==> src/rtl/mealy_pkg.sv <==
// Shared helpers for the Mealy sequence detector: KMP-style transition and
// failure functions evaluated at elaboration time, plus the state-width rule.
package mealy_pkg;

    localparam int MAX_PATTERN_W = 16;

    // State register width for a pattern of the given length (legal range 2..16).
    function automatic int state_w(input int width);
        return (width < 2) ? 1 : $clog2(width);
    endfunction

    // Bit idx of a pattern word, using a shift so the index needs no width cast.
    function automatic logic bit_at(input logic [MAX_PATTERN_W-1:0] pattern, input int idx);
        logic [MAX_PATTERN_W-1:0] sh;
        sh = pattern >> idx;
        return sh[0];
    endfunction

    // Longest proper prefix of the pattern that is also a suffix of it.
    // Received-order position m corresponds to pattern bit width-1-m.
    function automatic int fail_len(input logic [MAX_PATTERN_W-1:0] pattern, input int width);
        logic ok;
        for (int j = width - 1; j > 0; j--) begin
            ok = 1'b1;
            for (int i = 0; i < j; i++) begin
                if (bit_at(pattern, width - 1 - i) != bit_at(pattern, j - 1 - i))
                    ok = 1'b0;
            end
            if (ok)
                return j;
        end
        return 0;
    endfunction

    // Next state from state k on input bit b. A completed match goes to the
    // overlap fallback or to 0; otherwise the longest pattern prefix that is a
    // suffix of (first k pattern bits followed by b), capped below width.
    function automatic int next_state(input logic [MAX_PATTERN_W-1:0] pattern, input int width,
                                      input int state, input logic b, input logic overlap);
        int   m;
        int   top;
        logic s_m;
        logic ok;
        if (state == width - 1 && b == bit_at(pattern, width - 1 - state))
            return overlap ? fail_len(pattern, width) : 0;
        top = (state + 1 < width - 1) ? state + 1 : width - 1;
        for (int j = top; j > 0; j--) begin
            ok = 1'b1;
            for (int i = 0; i < j; i++) begin
                m   = state + 1 - j + i;
                s_m = (m < state) ? bit_at(pattern, width - 1 - m) : b;
                if (s_m != bit_at(pattern, width - 1 - i))
                    ok = 1'b0;
            end
            if (ok)
                return j;
        end
        return 0;
    endfunction

endpackage

==> src/rtl/sat_counter.sv <==
// Saturating up-counter with a sticky saturation flag; clear beats increment.
module sat_counter #(
    parameter int W = 8
) (
    input  logic         clk,
    input  logic         reset,
    input  logic         clr,
    input  logic         inc,
    output logic [W-1:0] count,
    output logic         sat
);

    localparam logic [W-1:0] MAX = '1;

    // Count increments until all-ones, then holds; sat is set on reaching all-ones.
    always_ff @(posedge clk) begin
        // NOTE: registered state uses non-blocking assignments so every flop
        // samples the pre-edge values regardless of statement order.
        if (reset || clr) begin
            count <= '0;
            sat   <= 1'b0;
        end else if (inc) begin
            if (count != MAX)
                count <= count + 1'b1;
            if (count >= MAX - 1'b1)
                sat <= 1'b1;
        end
    end

endmodule

==> src/rtl/mealy_seq_detector.sv <==
// Parametrised Mealy sequence detector with an elaboration-time KMP transition
// table, combinational match output and a saturating match counter.
module mealy_seq_detector
    import mealy_pkg::*;
#(
    parameter int                   PATTERN_W = 4,
    parameter logic [PATTERN_W-1:0] PATTERN   = 4'b1011,
    parameter int                   OVERLAP   = 1,
    parameter int                   CNT_W     = 8
) (
    input  logic                          clk,
    input  logic                          reset,
    input  logic                          en,
    input  logic                          data_in,
    input  logic                          clr_cnt,
    output logic                          match,
    output logic [state_w(PATTERN_W)-1:0] state_out,
    output logic [CNT_W-1:0]              match_count,
    output logic                          cnt_sat
);

    localparam int SW = state_w(PATTERN_W);
    localparam int NUM_CODES = 2 ** SW;
    localparam logic [MAX_PATTERN_W-1:0] PAT16 = MAX_PATTERN_W'(PATTERN);
    localparam logic OVL = (OVERLAP != 0);

    localparam logic [SW-1:0] S_IDLE = '0;
    localparam logic [SW-1:0] S_LAST = SW'(PATTERN_W - 1);

    logic [SW-1:0] state;
    logic [SW-1:0] trans_tbl [NUM_CODES][2];

    // Constant transition table; unused encodings fall back to the idle state.
    for (genvar k = 0; k < NUM_CODES; k++) begin : g_state
        for (genvar b = 0; b < 2; b++) begin : g_bit
            if (k < PATTERN_W) begin : g_legal
                assign trans_tbl[k][b] = SW'(next_state(PAT16, PATTERN_W, k, (b != 0), OVL));
            end else begin : g_unused
                assign trans_tbl[k][b] = S_IDLE;
            end
        end
    end

    // Mealy output: final pattern bit presented while in the last state.
    assign match = en & ~reset & (state == S_LAST) & (data_in == PATTERN[0]);

    // State register advances only on enabled samples; reset discards progress.
    always_ff @(posedge clk) begin
        if (reset)
            state <= S_IDLE;
        else if (en)
            state <= trans_tbl[state][data_in];
    end

    assign state_out = state;

    sat_counter #(
        .W(CNT_W)
    ) u_cnt (
        .clk  (clk),
        .reset(reset),
        .clr  (clr_cnt),
        .inc  (match),
        .count(match_count),
        .sat  (cnt_sat)
    );

endmodule

==> config.mk <==
export PLATFORM = sky130hd
export DESIGN_NAME = mealy_seq_detector
export DESIGN_NICKNAME = d
export VERILOG_FILES = /design/src/rtl/mealy_pkg.sv /design/src/rtl/sat_counter.sv /design/src/rtl/mealy_seq_detector.sv
export SDC_FILE = /design/constraint.sdc
export NUM_CORES = 1
export LEC_CHECK = 0
export ABC_AREA = 1
export BUFFER_PORTS_ARGS = -buffer_cell sky130_fd_sc_hd__buf_2
export CAP_MARGIN = 0
export CORE_AREA = 2 2 39 41
export DETAILED_ROUTE_END_ITERATION = 10
export DIE_AREA = 0 0 41 43
export GPL_TIMING_DRIVEN = 0
export PLACE_DENSITY = 0.71
export SYNTH_ARGS = -nofsm -noshare
export SYNTH_HDL_FRONTEND = slang
export SYNTH_SLANG_ARGS = --single-unit
==> constraint.sdc <==
create_clock -name clk -period 3.13 [get_ports clk]
set_input_delay 0.1565 -clock clk [delete_from_list [all_inputs] [get_ports clk]]
set_output_delay 0.1565 -clock clk [all_outputs]
set_load 0.01 [all_outputs]
# Yosys cells after proc, flatten, opt, wreduce, memory -nomap -nowiden
# Index checks and enable logic that the tools add are counted.
# op_classes
addsub	1
muxes	6
n_reduce_logical	3
bitwise	6
n_eq_ne	2
n_lt_le_gt_ge	3
# op_table
op	count
8-bit by 1-bit adder with 8-bit output, second input constant	1
4-bit binary-select mux with 2-bit select	1
8-bit >= comparator, second input constant	1
4-bit 2-to-1 mux	2
8-bit != test, second input constant	1
2-bit 2-to-1 mux	3
2-bit AND reduction	2
1-bit AND	3
3-bit >= comparator, second input constant	1
2-bit NOT with 3-bit output	1
2-bit == test, second input constant	1
2-bit >= comparator, second input constant	1
1-bit NOT with 2-bit output	1
1-bit logical OR	1
1-bit NOT	1
# totals
inputBits	5
register_bits	11
wordCells	24
output_inout_bits	12

# Logic depth before layout (Yosys ltp)
# logic_depth
word_depth	7
ltp_mapped	8
mapped_depth_nobuf	8

# Hierarchy
# A second synthesis with hierarchy kept.
# hier_totals
hier_cells	87
hier_area_um2	595.6
# by_module_without_submodules
mod	area_per_inst_um2	instances	seq_area_each_um2	cells_each
sat_counter	505.5	1	180.2	73
mealy_seq_detector	90.1	1	40.0	14

# Worst setup path after synthesis
# Ideal clock, no wire load.
# synth_timing
path_type	register to register
from	register u_cnt.count[1]
to	register u_cnt.count[7]
t_arrival_ps	1241
synth_period_minus_slack_ps	1354
setup_ps	113
path_stages_with_launch	9
setup_slack_ps	1776
n_path_buf	0
t_required_ps	3017
cell_sequence	dfxtp_1 ha_1 inv_1 nor2_4 nand2_2 nand2_4 nor2_1 nor2_1 nor2_1
# synth_via
elab_chain_cells	2
word_cells_on_any_way	3
classes_between	add/sub (1); eq/ne (1); reduce/logical (1)
# synth_rtl
item	line_no	rtl
start: declaration	sat_counter.sv:9	output logic [W-1:0] count,
start signal: assignment	sat_counter.sv:24	count <= count + 1'b1;
branches (longest 2 deep; another with 8-bit by 1-bit adder with 8-bit output)	--	
# Parallel ways; which one is timed is not known.
# A chain may end at the register's enable or synchronous reset.

# Worst setup path after layout
# Same ends and word-level chain as after synthesis.

==> flow_summary.toml <==
[floorplanning]
die_area_sq_um = 1760
core_sq_um = 1380
dieHeight_microns = 43
rows = 14
io_pins = 17
initial_utilization_pct = 44.0
die_x_microns = 41

[power_and_ir_drop]
power-per-cell-area_nw_per_um2 = 347
internal_power_uw = 196
sw_frac_of_total_pct = 23.2
p_clk_share_pct = 38.8
p_seq_share_pct = 55.9
comb_power_share_pct = 5.3
power_leakage_uw = 0.000337
power_uw = 255
peakVddDrop_mv = 0.248
p_sw_uw = 59.3

[outcome]
status = "completed"

[layout]
antenna_cells = 0
fin_cells = 126
final_common_cell = "nand2_1"
fillers = 146
syn_to_final_growth_pct = 20.7
drive_above_1_share_pct = 24.5
fin_nets = 118
fin_util_pct = 53.2
layout_common_cells = "nand2_1 (24), nor2_1 (16), buf_2 (16), inv_1 (11), dfxtp_1 (11)"

[synth]
synth_nets = 97
synth_top_family_by_area = "simple AND/OR/NAND/NOR gates"
synth-xor-area-share_pct = 4.31
synthMuxAreaShare_pct = 0
yosysWarnings = 0
synth_seq_cells = 11
yosysSeqAreaShare_pct = 36.1
yosys.area_share.simple_pct = 39.2
synth-compound-area-share_pct = 8.42
syn_avg_cell_area_sq_um = 6.77
synth_area_sq_um = 609
ys_types = 18
synth_cells = 90
synthAdderAreaFrac_pct = 4.11

[worst_setup_path]
endpoint_kind = "flop"
critical_path.max_fanout = 8
path_buf_inv = 1
crit_arrival_ps = 1620
critPathMaxStageDelay_ps = 450
critPathMostFrequentCell = "nor2_1"
critPathTopFamily = "simple AND/OR/NAND/NOR gates"
path_cells = "ha_1 -> inv_1 -> nor2_4 -> nand2_2 -> nand2_4 -> nor2_1 -> nor2_1 -> nor2_1"
cp-start-kind = "flop"
required_ps = 3300
crit_slowest_cell = "dfxtp_1"
worstSetupPathType = "flop to flop"

[sta]
slew_violations = 0
post-route-min-period_ps = 1450
hold_violations = 0
finalSetupTns_ps = 0
finalSetupViolCount = 0
setup_slack_ps = 1680
fmaxAchievable_mhz = 691
rsz0062_at_grt = "false"
fin_worst_skew_ps = 0.244
final.period_utilization_pct = 46.3
max_slew_margin_pct = 79.1
worst_pin_slew_ps = 312

[global_route]
antenna_found_initial = 0
grt_pass1_wl_microns = 2180
grt_max_degree = 9
first_global_vias = 536
grt_use_total_pct = 18.1
overflow = 0

[clock_tree]
ctsHoldBuffers = 0
clockBufferDepth = 2
cts_resized = 0
clock_sinks = 11
htreeDepth = 1
cts_setup_buffers = 0
cts_made_buffers = 3
cts_root_buf = "clkbuf_4"
path_clk_slew_ps = 70
cts_tree = "yes"
clk_latency_ps = 270

[detailed_routing]
dr.pass1.iters = 3
antenna_left = 0
drt_wl_total_microns = 1230
drt_iter0_drc = 7
vias = 626
wl_per_cell_microns = 9.75
viasPerCell = 4.97
drc = 0

[flow_run]
drv_cap = 0

[hold_path]
hp-class = "input port to flop"

[placed_design]
place_inst = 122
hpwl_microns = 978
gp_congestion = 0.759
pre_cts_slack_ps = 1680
numPortBuffers = 16
## per-stage QoR
| step | hold WS (ps) | instance area, sq um |
|---|---|---|
| 6_report | 117 | 736 |
| 5_1_grt | 132 | 736 |
| 2_1_floorplan | 246 | 609 |
| 3_5_place_dp | 404 | 709 |
| 3_3_place_gp | 392 | 709 |
| 4_1_cts | 114 | 736 |
## synth_stat cells
| master | count | share of area, % |
|---|---|---|
| nand4_1 | 1 | 1.0 |
| inv_4 | 1 | 1.0 |
| xor2_1 | 2 | 2.9 |
| nand2_1 | 24 | 15 |
| nor2_1 | 16 | 9.9 |
| nor2_4 | 2 | 3.7 |
| a21oi_1 | 6 | 4.9 |
| nand3_1 | 4 | 3.3 |
| inv_1 | 11 | 6.8 |
| a31oi_1 | 1 | 1.0 |
| nand2_4 | 1 | 1.8 |
| xnor2_1 | 1 | 1.4 |
| nor2_2 | 1 | 1.0 |
| ha_1 | 2 | 4.1 |
| nand3_2 | 1 | 1.6 |
| dfxtp_1 | 11 | 36 |
| o21ai_0 | 3 | 2.5 |
| nand2_2 | 2 | 2.1 |
## cell type report
class | count | area (sq um) | share of cell area, %
repair buffers | 16 | 80.1 | 10.9
multi-input cells | 67 | 342 | 46.4
well taps | 16 | 20.0 | 2.72
flip-flops and latches | 11 | 220 | 29.9
clock buffers | 4 | 26.3 | 3.57
inverters | 12 | 47.5 | 6.46
## sequential cells by signal, indices dropped and copies added, names as in the netlist
name         flops
u_cnt.sat        1
u_cnt.count      8
state_out        2
## kinds of logic (layout without fill, tap and decap cells)
kind of cell | after synthesis | after routing
fa+ha+maj | 2 | 2
flops | 11 | 11
buf+inv | 12 | 32
compound gates | 10 | 10
xor+xnor | 3 | 3
simple gates | 52 | 52
## per-layer routing
layer / routed length [microns] / global-route usage [%] / vias up
met3: 46 / 3.14 / 4
li1: - / - / 323
met5: 0 / 0 / -
met4: 34 / 10.0 / 0
met1: 530 / 22.4 / 285
met2: 618 / 28.1 / 14
## path summary, 6_finish.rpt
path | startpoint | to | cells past startpoint | slack [ps]
worst max-delay path | u_cnt.count[1] | u_cnt.count[7] | 8 | 1680
worst max register to register | u_cnt.count[1] | u_cnt.count[7] | 8 | 1680
worst min register to register | state_out[1] | state_out[1] | 2 | 470
worst min-delay path | en | state_out[0] | 2 | 120
## power by group through the flow
stage / registers [uW] / logic [uW] / clock network (uW)
final: 143 / 13.5 / 99.0
after global routing: 143 / 15.6 / 110
after CTS: 143 / 13.7 / 102
after detailed placement: 146 / 13.6 / 0
after global placement: 146 / 13.3 / 0
after floorplan: 147 / 6.34 / 0
No activity file was read; power rests on OpenSTA's default activity.
